$ cat src/rtl/regfile_sb.sv
// regfile_sb: two-write / two-read register file with a per-register
// pending (scoreboard) bit. Reservations mark a register pending; a write
// to that register clears it. Optional hardwired-zero r0 and write-to-read
// forwarding.
module regfile_sb #(
    parameter int DATA_W  = 16,
    parameter int ADDR_W  = 4,
    parameter int ZERO_R0 = 1,
    parameter int BYPASS  = 1
) (
    input  logic              clk,
    input  logic              rst_n,
    input  logic              we0,
    input  logic [ADDR_W-1:0] waddr0,
    input  logic [DATA_W-1:0] wdata0,
    input  logic              we1,
    input  logic [ADDR_W-1:0] waddr1,
    input  logic [DATA_W-1:0] wdata1,
    input  logic [ADDR_W-1:0] raddr0,
    input  logic [ADDR_W-1:0] raddr1,
    output logic [DATA_W-1:0] rdata0,
    output logic [DATA_W-1:0] rdata1,
    input  logic              rsv_en,
    input  logic [ADDR_W-1:0] rsv_addr,
    output logic              busy0,
    output logic              busy1,
    output logic              rsv_hit
);

    localparam int DEPTH = 2 ** ADDR_W;
    localparam logic [ADDR_W-1:0] ZERO_ADDR = '0;

    logic [DATA_W-1:0] regs [DEPTH];
    logic [DEPTH-1:0]  pending;
    logic [DEPTH-1:0]  pending_nxt;
    logic              we0_ok;
    logic              we1_ok;
    logic              rsv_ok;
    logic              rsv_hit_nxt;

    // Writes and reservations aimed at a hardwired-zero r0 are dropped here,
    // so nothing downstream ever touches r0's data or pending bit.
    assign we0_ok = we0 && !((ZERO_R0 != 0) && (waddr0 == ZERO_ADDR));
    assign we1_ok = we1 && !((ZERO_R0 != 0) && (waddr1 == ZERO_ADDR));
    assign rsv_ok = rsv_en && !((ZERO_R0 != 0) && (rsv_addr == ZERO_ADDR));

    // Read value for one port: r0 zero, then port-1 forward, port-0 forward, storage.
    function automatic logic [DATA_W-1:0] read_data(input logic [ADDR_W-1:0] a);
        logic [DATA_W-1:0] d;
        d = regs[a];
        if ((BYPASS != 0) && we0_ok && (waddr0 == a)) d = wdata0;
        if ((BYPASS != 0) && we1_ok && (waddr1 == a)) d = wdata1;
        if ((ZERO_R0 != 0) && (a == ZERO_ADDR))       d = '0;
        return d;
    endfunction

    // Busy for one port: pending bit, masked when a forwarded write covers it.
    function automatic logic read_busy(input logic [ADDR_W-1:0] a);
        logic b;
        b = pending[a];
        if ((BYPASS != 0) && ((we0_ok && (waddr0 == a)) || (we1_ok && (waddr1 == a)))) b = 1'b0;
        if ((ZERO_R0 != 0) && (a == ZERO_ADDR)) b = 1'b0;
        return b;
    endfunction

    // Combinational read ports.
    always_comb begin
        rdata0 = read_data(raddr0);
        rdata1 = read_data(raddr1);
        busy0  = read_busy(raddr0);
        busy1  = read_busy(raddr1);
    end

    // Next pending vector: writes clear first, then a reservation sets, so a
    // same-edge reservation wins over a write to the same register.
    always_comb begin
        // NOTE: start from a full default so every path assigns every bit; no latch.
        pending_nxt = pending;
        if (we0_ok) pending_nxt[waddr0] = 1'b0;
        if (we1_ok) pending_nxt[waddr1] = 1'b0;
        if (rsv_ok) pending_nxt[rsv_addr] = 1'b1;
    end

    // A hit is a reservation to a register already pending that no write at
    // this edge is clearing.
    assign rsv_hit_nxt = rsv_ok && pending[rsv_addr]
                         && !(we0_ok && (waddr0 == rsv_addr))
                         && !(we1_ok && (waddr1 == rsv_addr));

    // Register storage; port 1 is assigned last so it wins on an address clash.
    always_ff @(posedge clk or negedge rst_n) begin
        if (!rst_n) begin
            // NOTE: the array is reset on purpose -- reads of never-written
            // registers must return 0 -- which keeps it in flops, not a RAM.
            for (int i = 0; i < DEPTH; i++) regs[i] <= '0;
        end else begin
            // NOTE: non-blocking; with two assignments to one element the later one takes effect.
            if (we0_ok) regs[waddr0] <= wdata0;
            if (we1_ok) regs[waddr1] <= wdata1;
        end
    end

    // Scoreboard state: pending bits and the one-cycle reservation-hit flag.
    always_ff @(posedge clk or negedge rst_n) begin
        if (!rst_n) begin
            pending <= '0;
            rsv_hit <= 1'b0;
        end else begin
            pending <= pending_nxt;
            rsv_hit <= rsv_hit_nxt;
        end
    end

endmodule

$ cat config.mk
export PLATFORM = sky130hd
export DESIGN_NAME = regfile_sb
export DESIGN_NICKNAME = d
export VERILOG_FILES = /design/src/rtl/regfile_sb.sv
export SDC_FILE = /design/constraint.sdc
export NUM_CORES = 1
export LEC_CHECK = 0
export BUFFER_PORTS_ARGS = -buffer_cell sky130_fd_sc_hd__buf_4
export CAP_MARGIN = 10
export CELL_PAD_IN_SITES_DETAIL_PLACEMENT = 0
export CELL_PAD_IN_SITES_GLOBAL_PLACEMENT = 1
export CORE_ASPECT_RATIO = 0.5
export CORE_UTILIZATION = 40
export CTS_CLUSTER_DIAMETER = 100
export DETAILED_ROUTE_END_ITERATION = 8
export PLACE_DENSITY_LB_ADDON = 0.2
export SYNTH_ARGS = -nofsm -noshare
export SYNTH_HDL_FRONTEND = slang
export SYNTH_SLANG_ARGS = --single-unit
$ cat constraint.sdc
create_clock -name clk -period 2 [get_ports clk]
set_input_delay 0 -clock clk [delete_from_list [all_inputs] [get_ports clk]]
set_output_delay 0 -clock clk [all_outputs]
set_load 0.005 [all_outputs]
==> run summary, run 1 <==
DP Area - 20,180 sq um
RSZ-0062 raised after global routing - yes
Final-report setup violation count - 34
Tot Pwr - 20.05 mW
Clk_skew - 0.002314 ns
Max Cap Viol - 0
Dominant cell type by area after synthesis - dfrtp_1
FP Rows - 54
GRT overflow - 0
Max Clk Rate - 454.5 MHz
Least-Margin Pin Slew - 0.7411 ns
Clock Sink Count - 273
Most common cell in the netlist - nor2_1
Total GRT Usage - 30.47%
Crit path kind - reg -> out
First-pass iteration count of the detailed router - 8
CTS tree - done
WHS Path Cells - 4
Core Region - 44,320 sq um
Syn Nets - 1,993
Slew headroom - 50.59%
Largest net degree at the start of global routing - 60
Fin util - 51.31%
Vias in the first global route - 15.46k
Crit Reg-Reg Startpoint - pending[15]
Mean Syn Cell Area - 9.438 sq um
Clock Tree Buf Depth - 3
Hold_sp - we1
CTS H-Tree Depth - 1
Root buffer cell - clkbuf_16
Minimum clock period - 2.200 ns
WHS Endpoint - rsv_hit
Die Area - 46,590 sq um
Vias/cell - 6.026
Worst-path clk slew - 0.06 ns
Final Max Slew Viols - 0
Initial Util - 41.22%
Worst r2r dst - rsv_hit
Antenna cells - 0
Ranking of synthesized cells by area - dfrtp_1 37%, mux2i_1 14%, mux4_2 9.2%
Critical Path RT - 2.00 ns
Detail Route Antenna Nets - 0
Mapped cell area - 18,270 sq um
Reg2Reg Setup Slack - 0.17 ns
Share of post-route cells with drive strength above 1 - 28.01%
Synth top cells by count - 280 x nor2_1, 274 x a21oi_1, 273 x dfrtp_1
Synth Instances - 1,936
Number of flops mapped to enable cells by yosys - 0
Cell variety after synth - 48
CP arrival - 2.20 ns
Design Area, Final - 22,740 sq um
Cts bufs inserted - 29
DR vias - 16.22k
Die height - 153.1 um
Final Hold Fails - 0
IO Pins - 92
Register area share after synthesis - 37.39%
Status - finished, violations left
Placer's final routability congestion estimate - 0.8759
Yosys reg bits - 273
Clock Latency Late Sink - 0.57 ns
Setup crit end kind - primary output
Failing checks - setup timing
Period utilization - 110.0%
Hold crit path type - in -> reg
Setup TNS - -4.927 ns
Port Buffers - 91
Detailed Route WL - 72,130 um
Global-route wire length before repair - 105,500 um
Initial antenna violation count - 0
Startpoint types - flip-flop
DP HPWL - 44,720 um
Post-route setup slack - -0.2003 ns
Pwr Density - 881.7 nW/um^2
Crit path max fanout - 3
Place WS - -0.1131 ns
Top_reg_cell synth - dfrtp_1
Share of the synthesized area in the top cell type - 37.39%
1st-iter DRT viols - 1,786
Routed WL per cell - 26.81 um
Yosys warns - 0
Drt drc - 0
Fin nets - 2,139
Worst ir drop on vdd - 0.5824 mV
Asr flop ratio synth - 100.0%
R2R cell count - 4
Area grow syn2layout - 24.46%
DIE WIDTH - 304.3 um
Leak - 9.352 nW
-- layout by cell type, fill, tap and decap left out, types with 4 or more instances in the layout --
master / n
and2_1: 5
a21oi_1: 274
nor2b_1: 4
clkinv_2: 6
dfrtp_1: 273
o221a_2: 15
a32o_1: 5
mux2_4: 10
buf_12: 47
nor2_1: 278
inv_1: 19
clkbuf_16: 29
nand3_1: 28
mux2_2: 72
dlygate4sd3_1: 47
and3_1: 9
and3_4: 13
o21ai_1: 13
nand2_2: 8
nand2_1: 107
o211ai_1: 16
o21ai_0: 90
buf_4: 238
a2111oi_4: 15
nand3b_1: 4
mux4_2: 75
nor2_2: 8
mux2i_2: 5
nand3_2: 9
mux2i_1: 253
clkbuf_1: 9
clkbuf_8: 4
buf_6: 11
xor2_1: 22
a22oi_1: 33
-- metrics by stage --
stage          cells  hold slack [ns]
2_1_floorplan   1936          -0.2956
3_3_place_gp    2499        -0.009127
3_5_place_dp    2499         -0.01092
4_1_cts         2672          0.06578
5_1_grt         2691           0.1080
6_report        2691          0.07612
-- kinds of logic after synthesis --
group	after synthesis	share of synthesized area [%]
AND/OR/NAND/NOR	501	11.67
multiplexers	415	28.43
buffers and inverters	248	5.930
AO/OA/AOI/OAI	475	15.43
flip-flops	273	37.39
XOR/XNOR	24	1.150
-- worst max-delay path, stage by stage (launching register included) --
cell,delay [ns]
dfrtp_1,0.42
mux4_2,0.48
mux2_4,0.29
nand2_2,0.06
nand3_1,0.07
and3_4,0.19
buf_6,0.11
-- flip-flops by register name, summed over array words and instances, names as in the netlist --
register and cells:
pending 16, regs 256, rsv_hit 1
-- report_power, final --
part	internal (mW)	switching (mW)	leakage, nW
Sequential	6.82	0.992	3.27
Combinational	3.68	2.91	5.62
Clock	3.20	2.45	0.463
-- area by class of cell --
type / instances / area [sq um]
clock inverter: 10 / 127.6
timing repair buffer: 344 / 3337
clock buffer: 42 / 814.5
sequential: 273 / 6832
tap: 588 / 735.7
inverter: 19 / 71.32
fill: 4144 / 21580
multi-input combinational: 1415 / 10820
-- layer usage --
layer  vias to the layer above  global-route usage (%)  part of all wire [%]
met4                         0                   7.095                   2.3
met3                       100                   5.588                   8.3
met5                         -                       0                     0
li1                       7230                       -                     -
met1                      8143                   46.40                    47
met2                       743                   44.42                    42
-- worst max path at each step --
stage / from / endpoint / depth (start not counted)
floorplan: raddr1[0] / rdata1[12] / 8
global placement: raddr0[1] / rdata0[3] / 9
detailed placement: raddr0[1] / rdata0[3] / 9
CTS: regs[43] / rdata1[11] / 6
global route: regs[45] / rdata1[13] / 6
finish: regs[26] / rdata1[10] / 6
-- what timing repair did --
action | CTS | global route
pin swaps | 46 | 12
setup endpoints to repair | 34 | 34
gates cloned | 0 | 0
hold buffers | 47 | 0
gates resized for setup | 80 | 19
endpoints found under the hold margin | 529 | 0
buffers inserted | 83 | 20
(Power assumes the default switching activity.)
==> run 2: changes to the inputs <==
- ABC_AREA: unset -> 1
- SKIP_LAST_GASP: unset -> 1
==> run summary, run 2 <==
Most common cell in the netlist - nand2_1 (was nor2_1)
CP arrival - 2.00 ns (was 2.20 ns)
Setup crit end kind - primary output (unchanged)
Core Region - 45,900 sq um (was 44,320 sq um)
RSZ-0062 raised after global routing - yes (unchanged)
Crit path max fanout - 2 (was 3)
Max reg flops - 256 (unchanged)
Cell variety after synth - 32 (was 48)
Total GRT Usage - 38.39% (was 30.47%)
Hold crit path type - in -> reg (unchanged)
Least-Margin Pin Slew - 0.7087 ns (was 0.7411 ns)
Most flop-heavy register - regs (unchanged)
Adder-Cell Fraction of Synth Area - 0% (unchanged)
Most common cell after layout, fill and taps aside - nand2_1 (was nor2_1)
Yosys reg bits - 273 (unchanged)
Post-route setup slack - 0.004422 ns (was -0.2003 ns)
Synth top cells by count - 857 x nand2_1, 400 x nand3_1, 273 x dfrtp_1 (was 280 x nor2_1, 274 x a21oi_1, 273 x dfrtp_1)
Ranking of synthesized cells by area - dfrtp_1 36%, nand2_1 17%, nand3_1 11% (was dfrtp_1 37%, mux2i_1 14%, mux4_2 9.2%)
Period utilization - 99.78% (was 110.0%)
Startpoint types - flip-flop (unchanged)
Critical-path cell list - inv_1 > nand2_1 > o211ai_1 > nand3_1 > nand3_1 > nand2_1 > nand2_1 > a21oi_1 > buf_4 (was mux4_2 > mux2_4 > nand2_2 > nand3_1 > and3_4 > buf_6)
Fin nets - 2,980 (was 2,139)
CTS H-Tree Depth - 1 (unchanged)
Clock Latency Late Sink - 0.59 ns (was 0.57 ns)
Vias in the first global route - 19.68k (was 15.46k)
DIE WIDTH - 309.5 um (was 304.3 um)
Critical Path RT - 2.00 ns (about the same)
Detail Route Antenna Nets - 0 (unchanged)
Cts bufs inserted - 29 (unchanged)
DP HPWL - 62,450 um (was 44,720 um)
Final-report setup violation count - 0 (was 34)
1st-iter DRT viols - 3,303 (was 1,786)
Tot Pwr - 19.62 mW (was 20.05 mW)
Worst ir drop on vdd - 0.8755 mV (was 0.5824 mV)
Most frequent cell on the critical path - nand2_1
Area grow syn2layout - 19.19% (was 24.46%)
Crit path kind - reg -> out (unchanged)
Detailed Route WL - 93,020 um (was 72,130 um)
Max Clk Rate - 501.1 MHz (was 454.5 MHz)
CTS tree - done (unchanged)
Slowest stage delay, CP - 0.35 ns (was 0.48 ns)
Combinational family with the most area after synthesis - simple AND/OR/NAND/NOR gates (was multiplexers)
Clock Sink Count - 273 (unchanged)
Initial Util - 41.21% (was 41.22%)
Share of the synthesized area in the top cell type - 36.12% (was 37.39%)
Clk_skew - 0.007873 ns (was 0.002314 ns)
Simple-gate share of the synthesized area - 32.66% (was 11.67%)
GRT overflow - 0 (unchanged)
Dominant cell type by area after synthesis - dfrtp_1 (unchanged)
Mux contribution to synthesized area - 0% (was 28.43%)
Mean Syn Cell Area - 6.547 sq um (was 9.438 sq um)
Mapped cell area - 18,910 sq um (was 18,270 sq um)
Final hold slack - 0.01258 ns (was 0.07612 ns)
Synth Instances - 2,889 (was 1,936)
Place WS - 0.2621 ns (was -0.1131 ns)
Most frequent cells in the layout - 818 x nand2_1, 368 x nand3_1, 273 x dfrtp_1 (was 278 x nor2_1, 274 x a21oi_1, 273 x dfrtp_1)
Placer's final routability congestion estimate - 1.028 (was 0.8759)
Top_reg_cell synth - dfrtp_1 (unchanged)
Initial antenna violation count - 5 (was 0)
Port Buffers - 91 (unchanged)
CP max stage cell - dfrtp_1 (was mux4_2)
Root buffer cell - clkbuf_16 (unchanged)
Routed WL per cell - 26.05 um (was 26.81 um)
R2R cell count - 6 (was 4)
Asr flop ratio synth - 100.0% (unchanged)
Minimum clock period - 1.996 ns (was 2.200 ns)
Max Cap Viol - 0 (unchanged)
Clock Tree Buf Depth - 3 (unchanged)
Top Registers - regs: 256 flops, pending: 16 flops, rsv_hit: 1 flops (unchanged)
Number of flops mapped to enable cells by yosys - 0 (unchanged)
Syn Nets - 2,946 (was 1,993)
Vias/cell - 6.064 (was 6.026)
Pwr Density - 870.1 nW/um^2 (was 881.7 nW/um^2)
DR vias - 21.66k (was 16.22k)
Drt drc - 0 (unchanged)
Die Area - 48,210 sq um (was 46,590 sq um)
Die height - 155.8 um (was 153.1 um)
Global-route wire length before repair - 135,600 um (was 105,500 um)
Final Max Slew Viols - 0 (unchanged)
Leak - 10.59 nW (was 9.352 nW)
Worst-path clk slew - 0.06 ns (about the same)
Synth Area in XOR/XNOR - 0.6483% (was 1.150%)
IO Pins - 92 (unchanged)
Largest net degree at the start of global routing - 67 (was 60)
FP Rows - 55 (was 54)
Register area share after synthesis - 36.12% (was 37.39%)
Status - finished clean (was finished, violations left)
Slew headroom - 52.46% (was 50.59%)
Yosys warns - 0 (unchanged)
Share of post-route cells with drive strength above 1 - 14.14% (was 28.01%)
Compound-Gate Fraction of Synth Area - 19.75% (was 15.43%)
Fin util - 49.12% (was 51.31%)
First-pass iteration count of the detailed router - 6 (was 8)
WHS Path Cells - 5 (was 4)
Final Hold Fails - 0 (unchanged)
run 2: changes by cell type in the layout (fill, tap and decap cells not counted), sizes merged, moves of 177 or more:
cell	delta
o211ai	+177
mux2i	-258
nand2	+748
nand3	+363
inv	+181
a21oi	-227
run 2: worst max-delay path, delay by kind of cell, from the launching register on:
family / cells / cell delay [ns]
AO/OA/AOI/OAI: 2 / 0.26
flip-flops: 1 / 0.35
AND/OR/NAND/NOR: 5 / 0.56
buffers and inverters: 2 / 0.23
run 2: layout make-up:
| type | instances | area (sq um) |
|---|---|---|
| inverter | 217 | 817.0 |
| clock inverter | 7 | 92.59 |
| timing repair buffer | 288 | 2689 |
| antenna | 1 | 2.502 |
| tap | 627 | 784.5 |
| clock buffer | 44 | 852.1 |
| fill | 4712 | 23360 |
| sequential | 273 | 6832 |
| multi-input combinational | 2114 | 10480 |
run 2: cell families (layout without fill, tap and decap cells):
group,count (synthesis),after routing
compound gates,610,610
xor+xnor,14,14
simple gates,1490,1490
buf+inv,502,556
other cells,0,1
flops,273,273
run 2: path summary, 6_finish.rpt:
kind | end | startpoint | slack (ns)
setup / recovery | rdata1[4] | regs[100] | 0.004
hold / removal | pending[6] | waddr1[3] | 0.01
setup reg to reg | rsv_hit | pending[7] | 0.36
hold reg to reg | regs[249] | regs[249] | 0.38
max in group asynchronous | regs[131] | rst_n | 0.81
min in group asynchronous | regs[235] | rst_n | 0.53
run 2: timing repair:
action	CTS	global route
hold buffers	66	0
setup buffers	0	0
endpoints found under the setup margin	16	42
gates cloned	0	0
gates resized for setup	16	123
endpoints found under the hold margin	513	0
pin swaps	0	30
run 2: where the power goes:
part / internal (mW) / total (mW) / switching [mW]
Sequential: 6.80 / 7.62 / 0.817
Combinational: 2.37 / 6.32 / 3.95
Clock: 3.18 / 5.68 / 2.50
Total: 12.4 / 19.6 / 7.27
run 2: layer usage:
metal	routed length [um]	GRT usage [%]	vias up
met3	12470	12.31	247
met1	37960	52.78	10340
met2	38940	56.01	1367
met5	12	0	-
met4	3643	14.03	2
li1	-	-	9698
run 2: through the flow:
step / setup TNS (ns) / std cells / cell area (sq um)
floorplan: 0 / 2889 / 18910
global placement: 0 / 3453 / 20490
detailed placement: 0 / 3453 / 20490
CTS: -0.07821 / 3570 / 22160
global route: -0.2962 / 3570 / 22540
finish: 0 / 3571 / 22540
